--- src/rtl/bcd_sweep_ctrl_if.sv ---
// Board controls, decoder inputs/outputs and status of the bcd sweep sequencer.
// master: the sequencer side; slave: the board/decoder side.
interface bcd_sweep_ctrl_if;
  logic       start;
  logic       stop;
  logic       dir;
  logic       auto_repeat;
  logic       err_clr;
  logic       one, two, three, four, five, six, seven, eight, nine;
  logic       a0, a1, a2, a3;
  logic       busy;
  logic       done;
  logic       err;
  logic [3:0] err_digit;
  logic [7:0] pass_cnt;

  modport master (
    input  start, stop, dir, auto_repeat, err_clr,
    input  one, two, three, four, five, six, seven, eight, nine,
    output a0, a1, a2, a3, busy, done, err, err_digit, pass_cnt
  );

  modport slave (
    output start, stop, dir, auto_repeat, err_clr,
    output one, two, three, four, five, six, seven, eight, nine,
    input  a0, a1, a2, a3, busy, done, err, err_digit, pass_cnt
  );
endinterface

--- src/rtl/bcd_sweep_ctrl.sv ---
// Sweeps a bcd one-hot decoder through digits 0-9 (up or down), holding each
// digit TICK_DIV cycles and checking the decoder outputs at the end of each dwell.
module bcd_sweep_ctrl #(
  parameter int unsigned TICK_DIV = 4
) (
  input  logic             clk,
  input  logic             rst,
  bcd_sweep_ctrl_if.master sweep
);
  localparam int unsigned CNT_W  = 8;
  localparam int unsigned DIG_W  = 4;
  localparam int unsigned PASS_W = 8;
  localparam logic [CNT_W-1:0]  CNT_LAST = CNT_W'(TICK_DIV - 1);
  localparam logic [DIG_W-1:0]  DIG_MAX  = DIG_W'(9);
  localparam logic [PASS_W-1:0] PASS_MAX = '1;

  typedef enum logic [1:0] {S_IDLE, S_RUN, S_ERR} state_e;

  state_e              state_q, state_d;
  logic [DIG_W-1:0]    digit_q, digit_d;
  logic [CNT_W-1:0]    cnt_q, cnt_d;
  logic                dir_q, dir_d;
  logic                busy_q, busy_d;
  logic                done_q, done_d;
  logic                err_q, err_d;
  logic [DIG_W-1:0]    err_digit_q, err_digit_d;
  logic [PASS_W-1:0]   pass_q, pass_d;

  logic [9:1]          dec_c, exp_c;
  logic                last_c, match_c;

  // Expected one-hot code for the digit on the bus; digit 0 expects all zeros.
  always_comb begin
    exp_c = '0;
    for (int unsigned i = 1; i <= 9; i++) begin
      exp_c[i] = (digit_q == DIG_W'(i));
    end
  end

  assign dec_c   = {sweep.nine, sweep.eight, sweep.seven, sweep.six, sweep.five,
                    sweep.four, sweep.three, sweep.two, sweep.one};
  assign match_c = (dec_c == exp_c);
  assign last_c  = dir_q ? (digit_q == DIG_MAX) : (digit_q == '0);

  always_comb begin
    state_d     = state_q;
    digit_d     = digit_q;
    cnt_d       = cnt_q;
    dir_d       = dir_q;
    busy_d      = busy_q;
    done_d      = 1'b0;
    err_d       = err_q;
    err_digit_d = err_digit_q;
    pass_d      = pass_q;

    unique case (state_q)
      S_IDLE: begin
        digit_d = '0;
        if (sweep.start && !sweep.stop) begin
          state_d = S_RUN;
          busy_d  = 1'b1;
          dir_d   = sweep.dir;
          digit_d = sweep.dir ? '0 : DIG_MAX;
          cnt_d   = '0;
        end
      end

      S_RUN: begin
        cnt_d = cnt_q + CNT_W'(1);
        // stop has priority over the end-of-dwell check
        if (sweep.stop) begin
          state_d = S_IDLE;
          busy_d  = 1'b0;
          digit_d = '0;
        end else if (cnt_q == CNT_LAST) begin
          cnt_d = '0;
          if (!match_c) begin
            state_d     = S_ERR;
            busy_d      = 1'b0;
            err_d       = 1'b1;
            err_digit_d = digit_q;
          end else if (!last_c) begin
            digit_d = dir_q ? digit_q + DIG_W'(1) : digit_q - DIG_W'(1);
          end else begin
            pass_d = (pass_q != PASS_MAX) ? pass_q + PASS_W'(1) : pass_q;
            if (sweep.auto_repeat) begin
              digit_d = dir_q ? '0 : DIG_MAX;
            end else begin
              state_d = S_IDLE;
              busy_d  = 1'b0;
              done_d  = 1'b1;
              digit_d = '0;
            end
          end
        end
      end

      S_ERR: begin
        if (sweep.err_clr || sweep.stop) begin
          state_d     = S_IDLE;
          err_d       = 1'b0;
          err_digit_d = '0;
          digit_d     = '0;
        end
      end

      default: state_d = S_IDLE;
    endcase
  end

  always_ff @(posedge clk or posedge rst) begin
    if (rst) begin
      state_q     <= S_IDLE;
      digit_q     <= '0;
      cnt_q       <= '0;
      dir_q       <= 1'b0;
      busy_q      <= 1'b0;
      done_q      <= 1'b0;
      err_q       <= 1'b0;
      err_digit_q <= '0;
      pass_q      <= '0;
    end else begin
      state_q     <= state_d;
      digit_q     <= digit_d;
      cnt_q       <= cnt_d;
      dir_q       <= dir_d;
      busy_q      <= busy_d;
      done_q      <= done_d;
      err_q       <= err_d;
      err_digit_q <= err_digit_d;
      pass_q      <= pass_d;
    end
  end

  assign {sweep.a3, sweep.a2, sweep.a1, sweep.a0} = digit_q;
  assign sweep.busy      = busy_q;
  assign sweep.done      = done_q;
  assign sweep.err       = err_q;
  assign sweep.err_digit = err_digit_q;
  assign sweep.pass_cnt  = pass_q;
endmodule

--- src/flat_wrapper.sv ---
// flat-port wrapper written by rule: the top's interface ports become plain ports
module bcd_sweep_ctrl_flat 
#(
  parameter int unsigned TICK_DIV = 4
)
  (clk, rst, sweep_start, sweep_stop, sweep_dir, sweep_auto_repeat, sweep_err_clr, sweep_one, sweep_two, sweep_three, sweep_four, sweep_five, sweep_six, sweep_seven, sweep_eight, sweep_nine, sweep_a0, sweep_a1, sweep_a2, sweep_a3, sweep_busy, sweep_done, sweep_err, sweep_err_digit, sweep_pass_cnt);
  bcd_sweep_ctrl_if sweep_i ();
  input  logic clk;
  input  logic rst;
  input wire logic [$bits(sweep_i.start)-1:0] sweep_start;
  input wire logic [$bits(sweep_i.stop)-1:0] sweep_stop;
  input wire logic [$bits(sweep_i.dir)-1:0] sweep_dir;
  input wire logic [$bits(sweep_i.auto_repeat)-1:0] sweep_auto_repeat;
  input wire logic [$bits(sweep_i.err_clr)-1:0] sweep_err_clr;
  input wire logic [$bits(sweep_i.one)-1:0] sweep_one;
  input wire logic [$bits(sweep_i.two)-1:0] sweep_two;
  input wire logic [$bits(sweep_i.three)-1:0] sweep_three;
  input wire logic [$bits(sweep_i.four)-1:0] sweep_four;
  input wire logic [$bits(sweep_i.five)-1:0] sweep_five;
  input wire logic [$bits(sweep_i.six)-1:0] sweep_six;
  input wire logic [$bits(sweep_i.seven)-1:0] sweep_seven;
  input wire logic [$bits(sweep_i.eight)-1:0] sweep_eight;
  input wire logic [$bits(sweep_i.nine)-1:0] sweep_nine;
  output wire logic [$bits(sweep_i.a0)-1:0] sweep_a0;
  output wire logic [$bits(sweep_i.a1)-1:0] sweep_a1;
  output wire logic [$bits(sweep_i.a2)-1:0] sweep_a2;
  output wire logic [$bits(sweep_i.a3)-1:0] sweep_a3;
  output wire logic [$bits(sweep_i.busy)-1:0] sweep_busy;
  output wire logic [$bits(sweep_i.done)-1:0] sweep_done;
  output wire logic [$bits(sweep_i.err)-1:0] sweep_err;
  output wire logic [$bits(sweep_i.err_digit)-1:0] sweep_err_digit;
  output wire logic [$bits(sweep_i.pass_cnt)-1:0] sweep_pass_cnt;
  assign sweep_i.start = sweep_start;
  assign sweep_i.stop = sweep_stop;
  assign sweep_i.dir = sweep_dir;
  assign sweep_i.auto_repeat = sweep_auto_repeat;
  assign sweep_i.err_clr = sweep_err_clr;
  assign sweep_i.one = sweep_one;
  assign sweep_i.two = sweep_two;
  assign sweep_i.three = sweep_three;
  assign sweep_i.four = sweep_four;
  assign sweep_i.five = sweep_five;
  assign sweep_i.six = sweep_six;
  assign sweep_i.seven = sweep_seven;
  assign sweep_i.eight = sweep_eight;
  assign sweep_i.nine = sweep_nine;
  assign sweep_a0 = sweep_i.a0;
  assign sweep_a1 = sweep_i.a1;
  assign sweep_a2 = sweep_i.a2;
  assign sweep_a3 = sweep_i.a3;
  assign sweep_busy = sweep_i.busy;
  assign sweep_done = sweep_i.done;
  assign sweep_err = sweep_i.err;
  assign sweep_err_digit = sweep_i.err_digit;
  assign sweep_pass_cnt = sweep_i.pass_cnt;
  bcd_sweep_ctrl #(.TICK_DIV(TICK_DIV)) u_core (.clk(clk), .rst(rst), .sweep(sweep_i));
endmodule
--- config.mk ---
export PLATFORM = sky130hd
export DESIGN_NAME = bcd_sweep_ctrl_flat
export DESIGN_NICKNAME = d
export VERILOG_FILES = /design/src/rtl/bcd_sweep_ctrl_if.sv /design/src/rtl/bcd_sweep_ctrl.sv /design/src/flat_wrapper.sv
export SDC_FILE = /design/constraint.sdc
export NUM_CORES = 1
export LEC_CHECK = 0
export ABC_AREA = 1
export CAP_MARGIN = 10
export CORE_ASPECT_RATIO = 1.1
export CORE_UTILIZATION = 30
export DETAILED_ROUTE_END_ITERATION = 8
export PLACE_DENSITY = 0.51
export SLEW_MARGIN = 5
export SYNTH_ARGS = -nofsm -noshare
export SYNTH_HDL_FRONTEND = slang
export SYNTH_SLANG_ARGS = --single-unit
--- constraint.sdc ---
create_clock -name clk -period 4.3 [get_ports clk]
set_input_delay 1.29 -clock clk [delete_from_list [all_inputs] [get_ports clk]]
set_output_delay 1.29 -clock clk [all_outputs]
set_load 0.1 [all_outputs]
Word-level counts from Yosys, hierarchy flattened

Cells that the tools add are included.

Register bits: 30
Latch bits: 0
Memory bits (writable): 0
ROM bits: 0
Output and inout bits: 19
Memories: 0

$add $sub $neg: 4
$mul: 0
Div/mod/pow operators: 0
$lt $le $gt $ge: 0
Eq/ne operators: 23
Shift operators: 0
Multiplexer cells: 46
Bitwise gates (word level): 1
Reduce and logical (&&, ||, !) cells: 15

Operators with widths:

| operator                                              | number |
|---|---|
| two-way mux 4 bit                                     | 13 |
| two-way mux 8 bit                                     | 3 |
| two-way mux 1 bit                                     | 17 |
| adder 8 x 1 -> 8 bit, second input constant           | 2 |
| equality test 4 x 3 -> 1 bit, second input constant   | 4 |
| case mux 8 bit (2 select lines)                       | 1 |
| AND reduction 5 bit                                   | 3 |
| two-way mux 2 bit                                     | 7 |
| case mux 4 bit (3 select lines)                       | 1 |
| equality test 9 bit                                   | 1 |
| equality test 4 x 2 -> 1 bit, second input constant   | 2 |
| equality test 4 bit, second input constant            | 2 |
| equality test 8 x 2 -> 1 bit, second input constant   | 1 |
| inequality test 8 bit, second input constant          | 1 |
| case mux 4 bit (2 select lines)                       | 1 |
| inequality test 2 x 1 -> 1 bit, second input constant | 3 |
| inequality test 3 x 2 -> 1 bit, second input constant | 2 |
| case mux 2 bit (3 select lines)                       | 1 |
| AND reduction 6 bit                                   | 1 |
| adder 4 x 1 -> 4 bit, second input constant           | 1 |
| equality test 4 x 1 -> 1 bit, second input constant   | 1 |
| zero test 4 bit                                       | 1 |
| inequality test 2 bit, second input constant          | 2 |
| inequality test 4 x 3 -> 1 bit, second input constant | 1 |
| other kinds (14)                                      | 17 |

Depth between registers and ports, before layout

Depth after elaboration: 7
Gate-level depth with buffers: 14
Gate-level depth less buffers: 14

Worst setup path after synthesis

No wires, ideal clock.

Path type: reg-to-reg
Start: register u_core.digit_q[1]
End: register u_core.pass_q[0] (netlist: u_core.sweep.pass_cnt[0])
Arrival: 2.331 ns
Data required time: 4.141 ns
Slack: 1.810 ns
Stages on the path, launching flop included: 11
Clock period less this slack: 2.490 ns
Path through: dfrtp_1 > inv_1 > ha_1 > nand3_1 > xor2_1 > nand2_1 > nor2_2 > nand2_2 > inv_2 > nand3_4 > xnor2_1

Cells in the longest elaborated chain, start to end: 3
Elaborated cells between the ends (all ways): 13

Ends and longest elaborated chain:

| what                                                       | line                                       | source |
|---|---|---|
| start: declaration                                         | bcd_sweep_ctrl.sv:20                       | `logic [DIG_W-1:0] digit_q, digit_d;` |
| start signal: assignment                                   | bcd_sweep_ctrl.sv:124                      | `digit_q <= digit_d;` |
| equality test 4 x 1 -> 1 bit, or another cell as far along | bcd_sweep_ctrl.sv:36                       | `exp_c[i] = (digit_q == DIG_W'(i));` |
| equality test 9 bit or two-way mux 1 bit (tied branches)   | bcd_sweep_ctrl.sv:42, bcd_sweep_ctrl.sv:43 |  |
| AND reduction 6 bit (no source line) *                     | --                                         |  |
| end signal: assignment                                     | bcd_sweep_ctrl.sv:131                      | `pass_q <= pass_d;` |
| end: declaration                                           | bcd_sweep_ctrl.sv:27                       | `logic [PASS_W-1:0] pass_q, pass_d;` |

Mark *: on every way between the ends. The rest lies on a longest branch, timed or not.
A chain may end at the register's enable or synchronous reset.

Worst setup path in the final report

Start: register u_core.digit_q[0]
End: output sweep_a0

RTL lines:

| what             | line               | source |
|---|---|---|
| end: declaration | flat_wrapper.sv:24 | `output wire logic [$bits(sweep_i.a0)-1:0] sweep_a0;` |

No word-level cell between the ends.

==> metrics.md <==
| Metric | Value |
|---|---|
| H-Tree Depth | `2` |
| First-pass GRT wire length | `7990 µm` |
| Worst-Skew Late Latency | `280 ps` |
| Worst Hold Depth | `2` |
| Number of flops mapped to enable cells by yosys | `0` |
| Post-synth ARST share | `100%` |
| Vias | `1,812` |
| Syn nets | `289` |
| Final worst path period share | `75.0%` |
| Critical path class | `register to output port` |
| Antenna diodes | `0` |
| Initial antenna violation count | `0` |
| Worst Max-Slew Pin Slew | `1040 ps` |
| Worst path slowest cell | `clkdlybuf4s50_1` |
| Drt first-iter violations | `66` |
| Kind of end point of the critical path | `output port` |
| Gate Count Post-Synth | `263` |
| Wire per inst | `11.8 µm` |
| Clock Skew | `1.47 ps` |
| Remaining DRCs | `0` |
| Post_cts resized | `0` |
| DP HPWL | `3430 µm` |
| Largest family of logic cells by synthesized area | `simple AND/OR/NAND/NOR gates` |
| Outcome | `complete, no violations` |
| Max-cap viol count | `0` |
| Cts hold-fix bufs | `0` |
| Final setup violation count | `0` |
| Setup crit start kind | `register` |
| TritonCTS clock tree | `yes` |
| Port buffer count | `34` |
| Data required time at the worst endpoint | `3010 ps` |
| Mux cell area share after synthesis | `0%` |
| PwrDens | `622 mW/mm²` |
| Final instance area | `0.00252 mm²` |
| Relative slew margins | `30.1%` |
| Core area | `0.00634 mm²` |
| Register area share after synthesis | `37.3%` |
| Nets | `328` |
| CTS root buf | `clkbuf_8` |
| DRT Pass-1 Iters | `4` |
| Post-layout util | `39.8%` |
| Largest area contributor in the netlist | `dfrtp_1` |
| Largest delay share family, worst path | `buffers and inverters` |
| Setup TNS Final | `0 ps` |
| Netlist cell types | `33` |
| Bufs on Longest Clock Path | `2` |
| CTS clock-pin slew for the worst setup and hold paths | `60 ps` |
| Post-synthesis simple-gate area fraction | `31.1%` |
| Non-Filler Instances | `383` |
| Pleak | `1.14 nW` |
| Compound-cell area share of the yosys netlist | `10.9%` |
| Setup bufs post-CTS | `0` |
| Share of layout cells above drive strength 1 | `8.91%` |
| Post-route ant nets | `0` |
| Initial cell density of the core | `31.8%` |
| Top-count cell post-synth | `nand2_1` |
| Vias in the first global route | `1,702` |
| Max Freq | `0.310 GHz` |
| CTS buffer count | `5` |
| Seq cells post-synth | `30` |
| CP arrival | `1940 ps` |
| Largest net degree at the start of global routing | `31` |
| WL final | `4510 µm` |
| Full die area | `0.00705 mm²` |
| Largest stage delay, worst path | `1180 ps` |
| Post-layout min period | `3230 ps` |
| Peak VDD IR | `0.430 mV` |
| Buf/Inv on CP | `1` |
| Mapped cell area | `0.00201 mm²` |
| Total design power | `0.00157 W` |
| Pins Over Slew Limit | `0` |
| Final Hold Vio Count | `0` |
| Grt total ovfl | `0` |
| Vias per cell | `4.73` |
| Die Wd | `80.1 µm` |
| CTS Sinks | `30` |
| Reg2reg path depth | `7` |
| List of most frequent post-synthesis cells | `72 x nand2_1, 32 x inv_1, 30 x dfrtp_1` |
| Post-synthesis xor/xnor area fraction | `5.65%` |
| FP Rows | `30` |
| Chip Height | `87.9 µm` |
| Final GP Congestion | `0.760` |
| Overall global routing resource usage | `14.8%` |
| Crit path depth | `1` |
| Area contributors post-synth | `dfrtp_1 37%, nand2_1 13%, ha_1 6.2%` |
| Post-DP Area | `0.00243 mm²` |
| Hold Crit Class | `register to register` |
| Cell Chain, Critical Path | `clkdlybuf4s50_1` |
| Post-synthesis average cell area | `7.66 µm²` |
| RSZ-0062 raised after global routing | `false` |
| Dpl cells | `375` |
| Synth top area share | `37.3%` |
| Adder-cell share of the synthesized area | `6.21%` |
| Total I/O pin count | `35` |
| Layout area overhead | `25.2%` |
| Top_reg_cell synth | `dfrtp_1` |
| CP Max Fanout | `7` |
| Warnings, synthesis | `0` |
==> per-stage QoR <==
stage,hold slack (ps),setup slack (ps)
global placement,471,1290
detailed placement,471,1190
CTS,487,1050
floorplan,486,1810
global route,538,993
finish,479,1070
==> power breakdown <==
part / total (W) / internal [W] / switching [W]
clock: 0.000230 / 0.000129 / 0.000102
sequential: 0.000439 / 0.000349 / 0.0000906
combinational: 0.000899 / 0.000260 / 0.000639
==> placed cells by master, fill, tap and decap left out, types with 3 or more instances in the layout <==
cell type and count:
xnor2_1 6, nand4_1 8, dfrtp_1 30, o22ai_1 4, buf_4 3, inv_1 32, xor2_1 7, clkbuf_8 6
nand2_1 72, nor3_1 4, clkdlybuf4s50_1 32, nand3_1 15, ha_1 10, a21oi_1 13, o21ai_0 13, o21ai_1 8
nand2_2 3, nor2_1 14
==> area by class of cell <==
| cell class | instances | area (µm²) |
|---|---|---|
| Fill cell | 660 | 3820 |
| Multi-Input combinational cell | 193 | 1090 |
| Sequential cell | 30 | 751 |
| Timing Repair Buffer | 35 | 343 |
| Inverter | 37 | 151 |
| Tap cell | 80 | 100 |
| Clock buffer | 7 | 86.3 |
| Clock inverter | 1 | 5.00 |
==> state kept, by name (all words and copies together) (netlist names) <==
name                    count
u_core.state_q              2
u_core.dir_q                1
u_core.cnt_q                8
u_core.sweep.err            1
u_core.digit_q              4
u_core.sweep.err_digit      4
u_core.sweep.pass_cnt       8
u_core.sweep.busy           1
u_core.sweep.done           1
==> cells by family after synthesis <==
| logic type | after synthesis |
|---|---|
| flip-flops | 30 |
| AO/OA/AOI/OAI | 41 |
| AND/OR/NAND/NOR | 129 |
| buffers and inverters | 40 |
| adder cells (fa/ha/maj) | 10 |
| XOR/XNOR | 13 |
==> final timing paths <==
kind                                                from                                    end  slack (ps)
max                        u_core.digit_q[0]$_DFFE_PP0P_                               sweep_a0        1070
min                         u_core.sweep.err$_DFFE_PP0P_           u_core.sweep.err$_DFFE_PP0P_         480
max reg2reg                u_core.state_q[1]$_DFFE_PP0P_            u_core.cnt_q[7]$_DFFE_PP0P_        2000
min reg2reg                 u_core.sweep.err$_DFFE_PP0P_           u_core.sweep.err$_DFFE_PP0P_         480
max in group asynchronous                            rst          u_core.state_q[0]$_DFFE_PP0P_        2630
min in group asynchronous                            rst  u_core.sweep.err_digit[0]$_DFFE_PP0P_        1390
==> metal layers <==
| layer | vias to the layer above | wire length [µm] | track usage, % |
|---|---|---|---|
| li1 | 935 | - | - |
| met1 | 835 | 2210 | 19.8 |
| met2 | 36 | 2060 | 23.5 |
| met3 | 6 | 168 | 2.71 |
| met4 | 0 | 72 | 5.84 |
| met5 | - | 0 | 0 |
Note: power is estimated with default switching activity, not from simulation.
